$ cat config.mk
export PLATFORM = sky130hd
export DESIGN_NAME = monobit_bitgen
export DESIGN_NICKNAME = d
export VERILOG_FILES = /design/src/rtl/monobit_pkg.sv /design/src/rtl/monobit_lfsr.sv /design/src/rtl/monobit_bitgen.sv
export SDC_FILE = /design/constraint.sdc
export NUM_CORES = 1
export LEC_CHECK = 0
export ABC_AREA = 1
export CORE_UTILIZATION = 30
export DETAILED_ROUTE_END_ITERATION = 16
export MAX_ROUTING_LAYER = met4
export SYNTH_ARGS = -nofsm -noshare
export SYNTH_HDL_FRONTEND = slang
export SYNTH_SLANG_ARGS = --single-unit
$ cat constraint.sdc
create_clock -name clk -period 2.19 [get_ports clk]
set_input_delay 0.438 -clock clk [delete_from_list [all_inputs] [get_ports clk]]
set_output_delay 0.438 -clock clk [all_outputs]
set_load 0.1 [all_outputs]
$ cat src/rtl/monobit_pkg.sv
// Shared definitions for the monobit epsilon interface (generator and tester).
package monobit_pkg;

  typedef enum logic [1:0] {
    IDLE     = 2'd0,
    RUN      = 2'd1,
    WAIT_RES = 2'd2,
    DONE     = 2'd3
  } state_t;

  localparam int unsigned MODE_W = 2;
  localparam int unsigned SEED_W = 8;

  localparam logic [MODE_W-1:0] MODE_LFSR = 2'd0;
  localparam logic [MODE_W-1:0] MODE_ONES = 2'd1;
  localparam logic [MODE_W-1:0] MODE_ALT  = 2'd2;
  localparam logic [MODE_W-1:0] MODE_PAT  = 2'd3;

  // Block length agreed between generator and tester
  localparam int unsigned DEF_BLOCK_LEN = 128;

endpackage

$ cat src/rtl/monobit_lfsr.sv
// Fibonacci LFSR, right-shifting; the serial bit is the LSB.
module monobit_lfsr #(
  parameter int unsigned       LFSR_W    = 16,
  parameter logic [LFSR_W-1:0] LFSR_TAPS = LFSR_W'(16'hB400)
) (
  input  logic              clk,
  input  logic              rst_n,
  input  logic              load,
  input  logic [LFSR_W-1:0] seed,
  input  logic              shift_en,
  output logic [LFSR_W-1:0] state,
  output logic              cur_bit
);

  // Load has priority over shift; feedback enters at the MSB
  always_ff @(posedge clk or negedge rst_n) begin
    if (!rst_n) begin
      state <= '0;
    end else if (load) begin
      state <= seed;
    end else if (shift_en) begin
      state <= {^(state & LFSR_TAPS), state[LFSR_W-1:1]};
    end
  end

  assign cur_bit = state[0];

endmodule

$ cat src/rtl/monobit_bitgen.sv
// Monobit self-test source: serial block generator plus verdict tally.
module monobit_bitgen
  import monobit_pkg::*;
#(
  parameter int unsigned       BLOCK_LEN = DEF_BLOCK_LEN,
  parameter int unsigned       LFSR_W    = 16,
  parameter logic [LFSR_W-1:0] LFSR_TAPS = LFSR_W'(16'hB400),
  parameter int unsigned       CNT_W     = 8,
  parameter int unsigned       TIMEOUT   = 255
) (
  input  logic              clk,
  input  logic              rst_n,
  input  logic              start,
  input  logic              abort,
  input  logic [MODE_W-1:0] mode,
  input  logic [SEED_W-1:0] seed,
  input  logic [CNT_W-1:0]  n_blocks,
  output logic              epsilon,
  output logic              epsilon_vld,
  input  logic              valid_in,
  input  logic              is_random_in,
  output logic              busy,
  output logic              done,
  output logic              timeout_err,
  output logic [CNT_W-1:0]  pass_cnt,
  output logic [CNT_W-1:0]  fail_cnt
);

  localparam int unsigned IDX_W = $clog2(BLOCK_LEN);
  localparam int unsigned TMO_W = $clog2(TIMEOUT + 1);

  state_t              state;
  logic [MODE_W-1:0]   mode_q;
  logic [SEED_W-1:0]   seed_q;
  logic [CNT_W-1:0]    n_blocks_q;
  logic [CNT_W-1:0]    blk_cnt;
  logic [IDX_W-1:0]    bit_idx;
  logic [TMO_W-1:0]    tmo;

  logic                start_ok;
  logic                lfsr_shift;
  logic [LFSR_W-1:0]   lfsr_state;
  logic                lfsr_bit;
  logic                lfsr_unused;
  logic                last_bit;
  logic                expired;
  logic                last_blk;

  // Control decodes from registered state and the current inputs
  assign start_ok   = start && !abort && ((state == IDLE) || (state == DONE));
  assign lfsr_shift = !abort && (state == RUN) && (mode_q == MODE_LFSR);
  assign last_bit   = (bit_idx == IDX_W'(BLOCK_LEN - 1));
  assign expired    = !valid_in && (tmo == TMO_W'(TIMEOUT - 1));
  assign last_blk   = (n_blocks_q != '0) && ((blk_cnt + CNT_W'(1)) == n_blocks_q);

  // Seed is widened with its complement so the register can never load all zeros
  monobit_lfsr #(
    .LFSR_W    (LFSR_W),
    .LFSR_TAPS (LFSR_TAPS)
  ) u_lfsr (
    .clk      (clk),
    .rst_n    (rst_n),
    .load     (start_ok),
    .seed     (LFSR_W'({seed, ~seed})),
    .shift_en (lfsr_shift),
    .state    (lfsr_state),
    .cur_bit  (lfsr_bit)
  );

  // Only the serial bit is consumed here; the full state is for observation
  assign lfsr_unused = ^lfsr_state;

  // Sequencer: block bit counting, verdict collection, counters
  always_ff @(posedge clk or negedge rst_n) begin
    if (!rst_n) begin
      state       <= IDLE;
      mode_q      <= '0;
      seed_q      <= '0;
      n_blocks_q  <= '0;
      blk_cnt     <= '0;
      bit_idx     <= '0;
      tmo         <= '0;
      timeout_err <= 1'b0;
      pass_cnt    <= '0;
      fail_cnt    <= '0;
    end else if (abort) begin
      state <= IDLE;
    end else begin
      case (state)
        IDLE, DONE: begin
          if (start) begin
            mode_q      <= mode;
            seed_q      <= seed;
            n_blocks_q  <= n_blocks;
            pass_cnt    <= '0;
            fail_cnt    <= '0;
            blk_cnt     <= '0;
            bit_idx     <= '0;
            timeout_err <= 1'b0;
            state       <= RUN;
          end
        end
        RUN: begin
          if (last_bit) begin
            bit_idx <= '0;
            tmo     <= '0;
            state   <= WAIT_RES;
          end else begin
            bit_idx <= bit_idx + IDX_W'(1);
          end
        end
        WAIT_RES: begin
          tmo <= tmo + TMO_W'(1);
          if (valid_in) begin
            if (is_random_in) begin
              if (pass_cnt != '1) pass_cnt <= pass_cnt + CNT_W'(1);
            end else begin
              if (fail_cnt != '1) fail_cnt <= fail_cnt + CNT_W'(1);
            end
          end else if (expired) begin
            if (fail_cnt != '1) fail_cnt <= fail_cnt + CNT_W'(1);
            timeout_err <= 1'b1;
          end
          if (valid_in || expired) begin
            blk_cnt <= blk_cnt + CNT_W'(1);
            state   <= last_blk ? DONE : RUN;
          end
        end
        default: state <= IDLE;
      endcase
    end
  end

  // Serial output mux, decoded from registered state only
  always_comb begin
    epsilon_vld = (state == RUN);
    epsilon     = 1'b0;
    if (state == RUN) begin
      case (mode_q)
        MODE_LFSR: epsilon = lfsr_bit;
        MODE_ONES: epsilon = 1'b1;
        MODE_ALT:  epsilon = bit_idx[0];
        default:   epsilon = seed_q[bit_idx[2:0]];
      endcase
    end
  end

  assign busy = (state == RUN) || (state == WAIT_RES);
  assign done = (state == DONE);

endmodule
==> out/metrics.csv <==
stage,metric,value,unit
logic_synthesis,syn_nets,541,
detailed_routing,vias per std cell,4.74,
detailed_routing,Routed WL per cell,12.6,µm
critical_path,crit path DAT,1.65,ns
clocking,htree depth,3,
logic_synthesis,asr flop ratio synth,1.00,
detailed_routing,Final ANT Viol Nets,0,
clocking,CTS buffer count,9,
final_layout,flip-flop and latch area,0.00191,mm²
clocking,worst skew pair latency,0.33,ns
die,Placeable Area,0.0132,mm²
logic_synthesis,main area contributors after synthesis,"dfrtp_1, nand2_1, nand3_1",
global_routing,initial antenna violation count,0,
clocking,CTS tree,built,
critical_path,CP endpoint kind,output pin,
final_layout,Final nets,594,
die,num ports,45,
logic_synthesis,post-synth top area cell,dfrtp_1,
logic_synthesis,syn_area_per_cell,8.05,µm²
logic_synthesis,Synth top area share,0.465,
timing,final setup fails,0,
timing,Tightest Pin Transition,0.441,ns
timing,Peak Freq,0.480,GHz
logic_synthesis,Synth Flop Type,dfrtp_1,
logic_synthesis,synth unique cells,41,
final_layout,area of the multi-input gates,0.00193,mm²
logic_synthesis,Seq cells post-synth,76,
logic_synthesis,top-count cell post-synth,nand2_1,
die,DIE WIDTH,119,µm
global_routing,total grt overflow,0,
detailed_routing,Residual DRC,0,
detailed_routing,1st-iter DRT viols,173,
timing,Max-slew headroom,0.704,
clocking,CTS max path bufs,2,
die,initial core utilization,0.309,
global_routing,GRT Resource Usage Total,0.147,
logic_synthesis,Ys Warns,0,
critical_path,Worst Path Required,1.75,ns
logic_synthesis,Synth top cells by count,"nand2_1, dfrtp_1, nor2_1",
die,DIE AREA,0.0141,mm²
clocking,total setup buffers inserted after CTS,0,
final_layout,FILL cells,1377,
detailed_routing,Total Routed Length,9310,µm
critical_path,worst r2r path cells,10,
place,port bufs,44,
timing,Final Critical Period,2.08,ns
timing,Tcrit/Tclk final,0.952,
timing,fin. max-slew vios,0,
critical_path,CP Class,register to output pin,
pwr,power per cell area,1050,mW/mm²
job,Max Cap Violations,0,
logic_synthesis,Mapped Area,0.00409,mm²
place,DP Cell Count,725,
clocking,CTS root buf,clkbuf_16,
final_layout,layout cells sized above 1,0.135,
clocking,Num Clock Sinks,76,
timing,final clock skew,0.00433,ns
place,post-DP HPWL,7020,µm
timing,Fin. Hold Viols,0,
global_routing,pin count of the biggest net entering global routing,36,
logic_synthesis,sequential-to-total area share from yosys stat,0.465,
die,Die Y,119,µm
logic_synthesis,Syn Inst Count,508,
final_layout,Ant. Diodes,0,
die,# rows,42,
timing,RSZ-0062 raised after global routing,no,
detailed_routing,length of the first detailed-routing pass in iterations,4,
hold_path,hold crit path type,register to register,
critical_path,Setup crit start kind,register,
final_layout,final cell count without fillers,740,
detailed_routing,via count,3505,
status,outcome,"complete, no violations",
final_layout,Area Overhead vs Synth,24.1,%
hold_path,hold depth,2,
logic_synthesis,"EDFF count, synth",0,
pwr,worst ir drop on vdd,673,µV
global_routing,vias in the first global route,3510,
critical_path,Crit Path Max Fanout,7,
global_routing,wire length of the first global-routing pass,16300,µm
timing,setup TNS,0,ns
place,GP Congestion,0.812,
pwr,leakage,0.00226,µW
clocking,"Clk pin slew, worst setup/hold paths",0.05,ns
## timing repair
action	in CTS	in global routing
endpoints found under the hold margin	16	0
setup endpoints to repair	1	1
hold buffers	1	0
resized for setup	1	2
## state kept, by name, indices dropped and copies added (netlist names)
name	count
seed_q	8
u_lfsr.state	16
bit_idx	7
n_blocks_q	8
timeout_err	1
tmo	8
state	2
pass_cnt	8
mode_q	2
blk_cnt	8
fail_cnt	8
## cells in the final DEF, fill, tap and decap left out, types with 4 or more instances in the layout
| cell type | count |
|---|---|
| nand2_2 | 5 |
| nand2_1 | 119 |
| o22ai_1 | 8 |
| o21ai_0 | 41 |
| clkdlybuf4s50_1 | 22 |
| o211ai_1 | 4 |
| buf_4 | 24 |
| xor2_1 | 8 |
| nor2_1 | 51 |
| inv_1 | 48 |
| ha_1 | 8 |
| inv_2 | 5 |
| xnor2_1 | 4 |
| a21oi_1 | 23 |
| clkbuf_16 | 9 |
| o31ai_1 | 6 |
| nor3_1 | 7 |
| nand3_1 | 42 |
| o21ai_1 | 6 |
| buf_12 | 7 |
| dfrtp_1 | 73 |
| nand3_2 | 5 |
## area by class of cell
cell class | instances | area share
Multi-Input combinational cell | 365 | 0.380
Sequential cell | 76 | 0.376
Timing Repair Buffer | 54 | 0.109
Clock buffer | 12 | 0.0486
Tap cell | 176 | 0.0434
Inverter | 55 | 0.0417
Clock inverter | 2 | 0.00247
## path summary, 6_finish.rpt
check / startpoint / slack, ns / to
worst min-delay path: seed_q[0]$_DFFE_PN0P_ / 0.47 / seed_q[0]$_DFFE_PN0P_
worst max-delay path: bit_idx[0]$_DFFE_PN0P_ / 0.11 / epsilon
worst max register to register: state[0]$_DFFE_PN0P_ / 0.17 / fail_cnt[2]$_DFFE_PN0P_
min in group asynchronous: rst_n / 0.52 / u_lfsr.state[4]$_DFFE_PN0P_
worst min register to register: seed_q[0]$_DFFE_PN0P_ / 0.47 / seed_q[0]$_DFFE_PN0P_
max in group asynchronous: rst_n / 1.11 / blk_cnt[7]$_DFFE_PN0P_
## through the flow
stage | hold slack, ns | area, µm² | utilization | setup WS [ns] | power [µW]
floorplan | 0.142 | 4110 | - | 0.0102 | 3410
global placement | 0.339 | 4800 | 0.362 | 0.0764 | 3970
detailed placement | 0.339 | 4800 | 0.362 | 0.0712 | 4010
CTS | 0.477 | 5070 | 0.383 | 0.0262 | 5360
global route | 0.508 | 5070 | 0.383 | 0.000481 | 5680
finish | 0.473 | 5070 | 0.383 | 0.105 | 5300
## report_power, final
group	switching, µW	leakage (µW)	total [µW]	internal (µW)
clock	536	0.000125	1320	783
combinational	1240	0.00115	1960	715
sequential	267	0.000981	2030	1760
## logic make-up (layout without fill, tap and decap cells)
family                     count (synthesis)  count (layout)  share of synthesized area
DFF                                       76              76                      0.465
xor gates and xnor gates                  12              12                     0.0257
AOI/OAI and AO/OA                         98              98                      0.141
adders and majority gates                  9               9                     0.0275
and+or+nand+nor                          246             246                      0.271
buffers and inverters                     67             123                     0.0695
## per-layer routing
| layer | wire length, µm | vias up | global-route usage |
|---|---|---|---|
| met3 | 339 | 12 | 0.0319 |
| met5 | 0 | - | - |
| li1 | - | 1790 | - |
| met1 | 4340 | 1650 | 0.182 |
| met4 | 184 | 0 | 0.0585 |
| met2 | 4440 | 53 | 0.232 |
## critical path, cell delays in order, from the launching register on
cell     delay (ns)
dfrtp_2        0.46
inv_4          0.10
a21oi_1        0.06
o21ai_0        0.08
nand3_1        0.09
nand3_1        0.09
nand2_1        0.08
a21oi_4        0.16
buf_12         0.19
Note: power is estimated with default switching activity, not from simulation.
